## config.mk

```make
export PLATFORM = sky130hd
export DESIGN_NAME = uart_rx_fifo_flat
export DESIGN_NICKNAME = d
export VERILOG_FILES = /design/src/rtl/uart_rx_fifo_if.sv /design/src/rtl/uart_rx_fifo.sv /design/src/flat_wrapper.sv
export SDC_FILE = /design/constraint.sdc
export NUM_CORES = 1
export LEC_CHECK = 0
export ABC_CLOCK_PERIOD_IN_PS = 3300
export CAP_MARGIN = 0
export CORE_MARGIN = 8
export CORE_UTILIZATION = 58
export DETAILED_ROUTE_END_ITERATION = 16
export GPL_TIMING_DRIVEN = 0
export PLACE_DENSITY_LB_ADDON = 0.1
export SETUP_SLACK_MARGIN = 0.2
export SLEW_MARGIN = 20
export SYNTH_ARGS = -nofsm -noshare
export SYNTH_HDL_FRONTEND = slang
export SYNTH_SLANG_ARGS = --single-unit
```

## constraint.sdc

```tcl
create_clock -name clk -period 3.3 [get_ports clk]
set_clock_uncertainty 0.05 [all_clocks]
set_input_delay 0.495 -clock clk [delete_from_list [all_inputs] [get_ports clk]]
set_output_delay 0.495 -clock clk [all_outputs]
set_load 0.01 [all_outputs]
```

## src/rtl/uart_rx_fifo_if.sv

```systemverilog
// ---------------------------------------------------------------------------
// uart_rx_fifo_if
// Bus between the UART receiver / consumer side and the receive FIFO.
//   rx_done, rx_data   : receiver Done strobe and Received_DATA word
//   rd_en, ovr_clear   : consumer read request and overrun-flag clear
//   rd_data, rd_valid  : registered read word and its one-cycle valid pulse
//   empty, full, count : fill status (count is 0..DEPTH)
//   overrun            : sticky "word dropped while full" flag
// master = receiver/consumer side, slave = the FIFO.
// ---------------------------------------------------------------------------
interface uart_rx_fifo_if #(
   parameter int unsigned DATA_WIDTH = 16,
   parameter int unsigned DEPTH      = 8
);
   localparam int unsigned ADDR_W = $clog2(DEPTH);

   logic                  rx_done;
   logic [DATA_WIDTH-1:0] rx_data;
   logic                  rd_en;
   logic                  ovr_clear;
   logic [DATA_WIDTH-1:0] rd_data;
   logic                  rd_valid;
   logic                  empty;
   logic                  full;
   logic [ADDR_W:0]       count;
   logic                  overrun;

   modport master (
      output rx_done, rx_data, rd_en, ovr_clear,
      input  rd_data, rd_valid, empty, full, count, overrun
   );

   modport slave (
      input  rx_done, rx_data, rd_en, ovr_clear,
      output rd_data, rd_valid, empty, full, count, overrun
   );
endinterface

```

## src/rtl/uart_rx_fifo.sv

```systemverilog
// ---------------------------------------------------------------------------
// uart_rx_fifo
// Receive buffer behind the UART receiver. Each rising edge of rx_done queues
// rx_data into a circular FIFO; the consumer drains it with rd_en and gets the
// word one cycle later on rd_data with a rd_valid pulse.
// Ports:
//   clk  : system clock, rising edge
//   rst  : asynchronous active-low reset
//   bus  : uart_rx_fifo_if.slave (rx_done/rx_data in, rd_en/ovr_clear in,
//          rd_data/rd_valid/empty/full/count/overrun out)
// DEPTH must be a power of 2 and >= 2 so the pointers wrap naturally.
// ---------------------------------------------------------------------------
module uart_rx_fifo #(
   parameter int unsigned  DATA_WIDTH = 16,
   parameter int unsigned  DEPTH      = 8,
   localparam int unsigned ADDR_W     = $clog2(DEPTH)
) (
   input logic           clk,
   input logic           rst,
   uart_rx_fifo_if.slave bus
);

   localparam logic [ADDR_W:0] FULL_COUNT = (ADDR_W + 1)'(DEPTH);

   logic [DATA_WIDTH-1:0] mem [DEPTH];

   logic                  done_q;
   logic [ADDR_W-1:0]     wr_ptr_q, wr_ptr_d;
   logic [ADDR_W-1:0]     rd_ptr_q, rd_ptr_d;
   logic [ADDR_W:0]       count_q, count_d;
   logic [DATA_WIDTH-1:0] rd_data_q, rd_data_d;
   logic                  rd_valid_q, rd_valid_d;
   logic                  overrun_q, overrun_d;

   logic empty, full;
   logic wr_req, rd_ok, wr_ok, wr_drop;

   assign empty = (count_q == '0);
   assign full  = (count_q == FULL_COUNT);

   // One request per Done rising edge; done_q resets high so a Done held
   // through reset release is not mistaken for a new word.
   assign wr_req  = bus.rx_done & ~done_q;
   assign rd_ok   = bus.rd_en & ~empty;
   // A read in the same cycle frees a slot, so a write into a full FIFO is
   // still accepted then.
   assign wr_ok   = wr_req & (~full | rd_ok);
   assign wr_drop = wr_req & full & ~rd_ok;

   always_comb begin
      wr_ptr_d   = wr_ptr_q;
      rd_ptr_d   = rd_ptr_q;
      count_d    = count_q;
      rd_data_d  = rd_data_q;
      rd_valid_d = 1'b0;
      overrun_d  = overrun_q;

      if (wr_ok) begin
         wr_ptr_d = wr_ptr_q + ADDR_W'(1);
      end

      if (rd_ok) begin
         rd_ptr_d   = rd_ptr_q + ADDR_W'(1);
         rd_data_d  = mem[rd_ptr_q];
         rd_valid_d = 1'b1;
      end

      case ({wr_ok, rd_ok})
         2'b10:   count_d = count_q + (ADDR_W + 1)'(1);
         2'b01:   count_d = count_q - (ADDR_W + 1)'(1);
         default: count_d = count_q;
      endcase

      // Set has priority over clear.
      if (wr_drop) begin
         overrun_d = 1'b1;
      end else if (bus.ovr_clear) begin
         overrun_d = 1'b0;
      end
   end

   always_ff @(posedge clk or negedge rst) begin
      if (!rst) begin
         done_q     <= 1'b1;
         wr_ptr_q   <= '0;
         rd_ptr_q   <= '0;
         count_q    <= '0;
         rd_data_q  <= '0;
         rd_valid_q <= 1'b0;
         overrun_q  <= 1'b0;
      end else begin
         done_q     <= bus.rx_done;
         wr_ptr_q   <= wr_ptr_d;
         rd_ptr_q   <= rd_ptr_d;
         count_q    <= count_d;
         rd_data_q  <= rd_data_d;
         rd_valid_q <= rd_valid_d;
         overrun_q  <= overrun_d;
      end
   end

   // Storage needs no reset; only pointers/count define what is valid.
   always_ff @(posedge clk) begin
      if (wr_ok) begin
         mem[wr_ptr_q] <= bus.rx_data;
      end
   end

   assign bus.rd_data  = rd_data_q;
   assign bus.rd_valid = rd_valid_q;
   assign bus.empty    = empty;
   assign bus.full     = full;
   assign bus.count    = count_q;
   assign bus.overrun  = overrun_q;

endmodule
```

## src/flat_wrapper.sv

```systemverilog
// flat-port wrapper written by rule: the top's interface ports become plain ports
module uart_rx_fifo_flat 
#(
   parameter int unsigned  DATA_WIDTH = 16,
   parameter int unsigned  DEPTH      = 8,
   localparam int unsigned ADDR_W     = $clog2(DEPTH)
)
  (clk, rst, bus_rx_done, bus_rx_data, bus_rd_en, bus_ovr_clear, bus_rd_data, bus_rd_valid, bus_empty, bus_full, bus_count, bus_overrun);
  uart_rx_fifo_if #(.DATA_WIDTH(DATA_WIDTH), .DEPTH(DEPTH)) bus_i ();
  input logic clk;
  input logic rst;
  input wire logic [$bits(bus_i.rx_done)-1:0] bus_rx_done;
  input wire logic [$bits(bus_i.rx_data)-1:0] bus_rx_data;
  input wire logic [$bits(bus_i.rd_en)-1:0] bus_rd_en;
  input wire logic [$bits(bus_i.ovr_clear)-1:0] bus_ovr_clear;
  output wire logic [$bits(bus_i.rd_data)-1:0] bus_rd_data;
  output wire logic [$bits(bus_i.rd_valid)-1:0] bus_rd_valid;
  output wire logic [$bits(bus_i.empty)-1:0] bus_empty;
  output wire logic [$bits(bus_i.full)-1:0] bus_full;
  output wire logic [$bits(bus_i.count)-1:0] bus_count;
  output wire logic [$bits(bus_i.overrun)-1:0] bus_overrun;
  assign bus_i.rx_done = bus_rx_done;
  assign bus_i.rx_data = bus_rx_data;
  assign bus_i.rd_en = bus_rd_en;
  assign bus_i.ovr_clear = bus_ovr_clear;
  assign bus_rd_data = bus_i.rd_data;
  assign bus_rd_valid = bus_i.rd_valid;
  assign bus_empty = bus_i.empty;
  assign bus_full = bus_i.full;
  assign bus_count = bus_i.count;
  assign bus_overrun = bus_i.overrun;
  uart_rx_fifo #(.DATA_WIDTH(DATA_WIDTH), .DEPTH(DEPTH)) u_core (.clk(clk), .rst(rst), .bus(bus_i));
endmodule
```

# Word-level counts from Yosys, hierarchy flattened
# Memories as Yosys holds them, arrays and structs flattened. A register that Yosys moved wholly into a read port is not among the register bits.
# Cells that the tools add are included.
# Widths: inputs -> output; s select.
# classes
n_mux	6
n_bitwise	10
n_addsub	4
eq_ne	3
reduce_logical	4
# op_table
cell	count
$pmux 4 s2	1
$add 3x1->3 const B	2
$and 1x1->1	5
$mux 1	5
$add 4x1->4 const B	1
$eq 4x4->1 const B	1
$logic_not 4->1	1
$not 1->1	4
$reduce_bool 2->1	2
$sub 4x1->4 const B	1
$eq 2x1->1 const B	1
$eq 2x2->1 const B	1
$logic_not 1->1	1
$or 1x1->1	1
# word_totals
n_memories	1
output_inout_bits	24
reg_bits	13
ram_bits	128
in_bits	21
# memory_table
memory	words	width	rd	rd_ports_with_merged_regs	write_ports	line	source
u_core.mem	8	16	1	1	1	uart_rx_fifo.sv:25	logic [DATA_WIDTH-1:0] mem [DEPTH];

# Longest topological paths before layout
# depth
ltp_word	7
ltp_mapped	11

# Worst setup path after synthesis
# No wires, ideal clock.
# synth_timing
kind	register to register
from	register u_core.count_q[1] (netlist: u_core.bus.count[1])
to	memory u_core.mem[0][0], enable pin
n_path_buf	1
path_slack_ns	0.566
stages_incl_launch_ff	6
t_arrival_ns	2.275
path_cell_list	dfrtp_1 > buf_2 > nor3_2 > a31oi_2 > nand2b_1 > nor3_1
# synth_between
elab_chain_len	7
elab_cells_between_ends	9
classes_between	1 x eq/ne; 2 x mux; 5 x bitwise; 1 x reduce/logical
# synth_lines
element	line	source
start: declaration	uart_rx_fifo.sv:30	logic [ADDR_W:0] count_q, count_d;
start signal: assignment	uart_rx_fifo.sv:95	count_q <= count_d;
$logic_not 4->1	uart_rx_fifo.sv:38	assign empty = (count_q == '0);
$not 1->1	uart_rx_fifo.sv:44	assign rd_ok = bus.rd_en & ~empty;
$and 1x1->1	uart_rx_fifo.sv:44	
$or 1x1->1 *	uart_rx_fifo.sv:47	assign wr_ok = wr_req & (~full | rd_ok);
$and 1x1->1 *	uart_rx_fifo.sv:47	
$mux 1 *	uart_rx_fifo.sv:104	if (wr_ok) begin
$mux 1 (not written as such) *	uart_rx_fifo.sv:105	mem[wr_ptr_q] <= bus.rx_data;
end: declaration	uart_rx_fifo.sv:25	
# Mark *: on every way between the ends. The rest lies on a longest branch, timed or not.

# Worst setup path in the final report
# layout_timing
from	register u_core.count_q[1] (netlist: u_core.bus.count[1])
to	register u_core.count_q[2] (netlist: u_core.bus.count[2])
# layout_between
elab_chain_len	7
elab_cells_between_ends	13
classes_between	2 x add/sub; 3 x eq/ne; 1 x mux; 5 x bitwise; 2 x reduce/logical
# layout_lines
element	line	source
$logic_not 4->1 *	uart_rx_fifo.sv:38	
$not 1->1 *	uart_rx_fifo.sv:44	
$and 1x1->1 *	uart_rx_fifo.sv:44	
named net u_core.rd_ok	uart_rx_fifo.sv:36	logic wr_req, rd_ok, wr_ok, wr_drop;
$or 1x1->1	uart_rx_fifo.sv:47	
$and 1x1->1	uart_rx_fifo.sv:47	
$eq 2x1->1 / $eq 2x2->1 (equally long branches)	uart_rx_fifo.sv:68	case ({wr_ok, rd_ok})
$pmux 4 s2 / $reduce_bool 2->1 (equally long branches)	-	
# The timed path passes the listed nets; every way through them passes the cells marked *.
# A chain may end at the register's enable or synchronous reset.

==> load_flow_metrics.sql <==
INSERT INTO impl_metrics (metric_group, metric, value, unit) VALUES
('sta', 'finalCritPeriodShare', '81.7', '%'),
('sta', 'finalSetupTns', '0', 'ps'),
('critical_path', 'crit_path_start', 'u_core.bus.count[1]', ''),
('synthesis', 'yosys_register_bits', '157', ''),
('synthesis', 'syn-mean-instance-area', '17.2', 'sq um'),
('sta', 'finalHoldViolations', '0', ''),
('synthesis', 'syn_area', '0.00621', 'sq mm'),
('synthesis', 'post_synth_and_or_nand_nor_area_fraction', '3.59', '%'),
('global_route', 'number_of_global_route_vias_before_repair', '3589', ''),
('floorplan', 'floorplan.die_area', '0.0143', 'sq mm'),
('sta', 'slew_at_the_pin_with_the_worst_max_slew_slack', '727', 'ps'),
('clocking', 'cts_sinks', '157', ''),
('clocking', 'cts_buffer_depth', '2', ''),
('route', 'maxUsedRoutingLayer', 'met4', ''),
('synthesis', 'ys.warnings.count', '0', ''),
('final_layout', 'fin_nets', '463', ''),
('route', 'routed-wl-met3', '882', 'um'),
('synthesis', 'synthXorXnorAreaFrac', '1.27', '%'),
('route', 'detail-route-antenna-nets', '0', ''),
('sta', 'max_clock_freq', '371', 'MHz'),
('clocking', 'tritoncts.num_buffers', '17', ''),
('synthesis', 'syn-instance-count', '362', ''),
('floorplan', 'dieHeight', '119', 'um'),
('synthesis', 'synth-seq-area-share', '73.6', '%'),
('sta', 'grt_setup_unrepaired', 'no', ''),
('critical_path', 'critPathRequiredTime', '3660', 'ps'),
('clocking', 'tritoncts', 'yes', ''),
('route', 'dr.first_iter.drc_count', '294', ''),
('power_and_ir_drop', 'post-layout-total-power', '0.00648', 'W'),
('global_route', 'wire_length_of_the_first_global_routing_pass', '20400', 'um'),
('synthesis', 'synthArstFlopShare', '18.5', '%'),
('critical_path', 'rr_startpoint', 'u_core.bus.count[1]', ''),
('synthesis', 'fraction_of_the_mapped_netlist_area_in_compound_gates', '6.57', '%'),
('synthesis', 'yosysTopAreaCellShare', '61.9', '%'),
('synthesis', 'synth_largest_area_cell', 'sky130_fd_sc_hd__edfxtp_1', ''),
('clocking', 'post_cts_resized', '0', ''),
('synthesis', 'dominant_combinational_cell_family_by_area_after_synthesis', 'multiplexers', ''),
('critical_path', 'kind_of_critical_path', 'reg2reg', ''),
('sta', 'maxSlewViolCount', '0', ''),
('synthesis', 'yosys_most_used_dff', 'sky130_fd_sc_hd__edfxtp_1', ''),
('floorplan', 'floorplan.core_area', '0.0104', 'sq mm'),
('sta', 'period_needed', '2690', 'ps'),
('min_path', 'hold_path.class', 'in2async', ''),
('sta', 'count_of_final_setup_violators', '0', ''),
('critical_path', 'timing.critical_path.to_type', 'flop', ''),
('synthesis', 'synthTopCellsByArea', 'sky130_fd_sc_hd__edfxtp_1 62%, sky130_fd_sc_hd__dfrtp_1 11%, sky130_fd_sc_hd__mux2i_1 5.2%', ''),
('synthesis', 'synth_adder_area_share', '1.01', '%'),
('clocking', 'cts.clk_slew.worst_paths', '70', 'ps'),
('global_route', 'global_route.overflow_total', '0', ''),
('critical_path', 'critical_path.startpoint_type', 'flop', ''),
('route', 'met2_length', '6440', 'um'),
('route', 'route.detailed.vias_per_inst', '5.87', ''),
('flow_run', 'cap_viol_max_count', '0', ''),
('clocking', 'cts_post_setup_buffers_inserted', '0', ''),
('floorplan', 'floorplan.die.width', '119', 'um'),
('global_route', 'maximum_number_of_pins_on_one_net_before_global_route_repair', '17', ''),
('clocking', 'holdBufCountCts', '1', ''),
('placed_design', 'place.gp.congestion', '0.749', ''),
('floorplan', 'floorplan.initialDensity', '59.9', '%'),
('global_route', 'antenna_found_initial', '0', ''),
('critical_path', 'reg2regPathDepth', '10', ''),
('route', 'total_wire_length_after_detailed_routing', '13100', 'um'),
('synthesis', 'synth_cell_types', '34', ''),
('power_and_ir_drop', 'vdd_drop_max', '0.437', 'mV'),
('run_status', 'status', 'completed', ''),
('critical_path', 'crit_arrival', '3050', 'ps'),
('route', 'wire_length_on_met1', '5640', 'um'),
('synthesis', 'most_used_standard_cell_by_instance_count_after_synthesis', 'sky130_fd_sc_hd__edfxtp_1', ''),
('clocking', 'htree_levels', '4', ''),
('clocking', 'root_buffer', 'sky130_fd_sc_hd__clkbuf_8', ''),
('final_layout', 'antenna_cells', '0', '');
-- registers in the layout, summed over array words and instances (netlist names) --
signal / flops
u_core.wr_ptr_q: 3
u_core.bus.count: 4
u_core.rd_ptr_q: 3
u_core.done_q: 1
u_core.mem: 128
u_core.bus.rd_valid: 1
u_core.bus.overrun: 1
u_core.bus.rd_data: 16
-- cell type report --
cell class,instances,area [sq um]
flip-flops and latches,157,4570
inverters,4,15.0
clock buffers,18,418
fillers,659,2830
well taps,136,170
repair buffers,56,586
clock inverters,14,125
multi-input cells,183,1500
plain buffers,18,151
-- report_power, final --
group	total, W	switching, W	leakage, nW	internal (W)
logic	0.00208	0.00107	0.940	0.00101
clock network	0.00178	0.000820	0.267	0.000956
registers	0.00263	0.000183	1.50	0.00244
-- routing by layer --
metal,GRT usage (%),vias up
met5,0,-
met4,6.25,0
met3,4.45,10
met2,31.1,136
met1,24.6,1733
li1,-,1563
-- worst max-delay path by stage --
stage,to,slack [ps],cells after the start
floorplan,u_core.mem[0][0],570,5
global placement,u_core.mem[0][12],-1170,5
detailed placement,u_core.mem[0][12],270,6
CTS,u_core.bus.count[2],610,10
global route,u_core.bus.count[2],440,9
finish,u_core.bus.count[2],610,10
-- per-stage QoR --
step	worst slack (ps)	utilization, %	cell area (sq um)	cells
after floorplan	566	-	6210	362
final	605	72.7	7540	586
after global routing	439	72.7	7540	586
after CTS	614	72.7	7540	586
after detailed placement	274	67.3	6980	553
after global placement	-1170	65.8	6820	542
-- cell families (layout without fill, tap and decap cells) --
logic type                 after synthesis  count (layout)
and+or+nand+nor                         48              48
xor gates and xnor gates                 9               9
adders and majority gates                5               5
buffers and inverters                   22             110
AOI/OAI and AO/OA                       55              55
DFF                                    157             157
muxes                                   66              66
-- cells in the final DEF, fill, tap and decap left out, types with 8 or more instances in the layout --
| master | Yosys | final |
|---|---|---|
| sky130_fd_sc_hd__a221o_1 | 16 | 16 |
| sky130_fd_sc_hd__buf_2 | 7 | 8 |
| sky130_fd_sc_hd__clkbuf_16 | 0 | 16 |
| sky130_fd_sc_hd__clkdlybuf4s50_1 | 0 | 43 |
| sky130_fd_sc_hd__dfrtp_1 | 28 | 28 |
| sky130_fd_sc_hd__edfxtp_1 | 128 | 128 |
| sky130_fd_sc_hd__mux2_1 | 14 | 14 |
| sky130_fd_sc_hd__mux2_2 | 20 | 20 |
| sky130_fd_sc_hd__mux2i_1 | 32 | 32 |
| sky130_fd_sc_hd__nand2_1 | 25 | 25 |
| sky130_fd_sc_hd__o21ai_1 | 17 | 17 |
| sky130_fd_sc_hd__o22ai_1 | 18 | 18 |
-- worst max-delay path: stages, from the launching register on --
cell and delay, ps:
sky130_fd_sc_hd__dfrtp_1 380, sky130_fd_sc_hd__buf_2 190, sky130_fd_sc_hd__o41ai_4 670, sky130_fd_sc_hd__inv_2 160, sky130_fd_sc_hd__ha_1 290, sky130_fd_sc_hd__xor2_1 170, sky130_fd_sc_hd__ha_1 180, sky130_fd_sc_hd__a21oi_1 140
sky130_fd_sc_hd__xor2_1 150, sky130_fd_sc_hd__nor2_1 60, sky130_fd_sc_hd__xor2_1 140
Power figures use the tool's default switching activity.
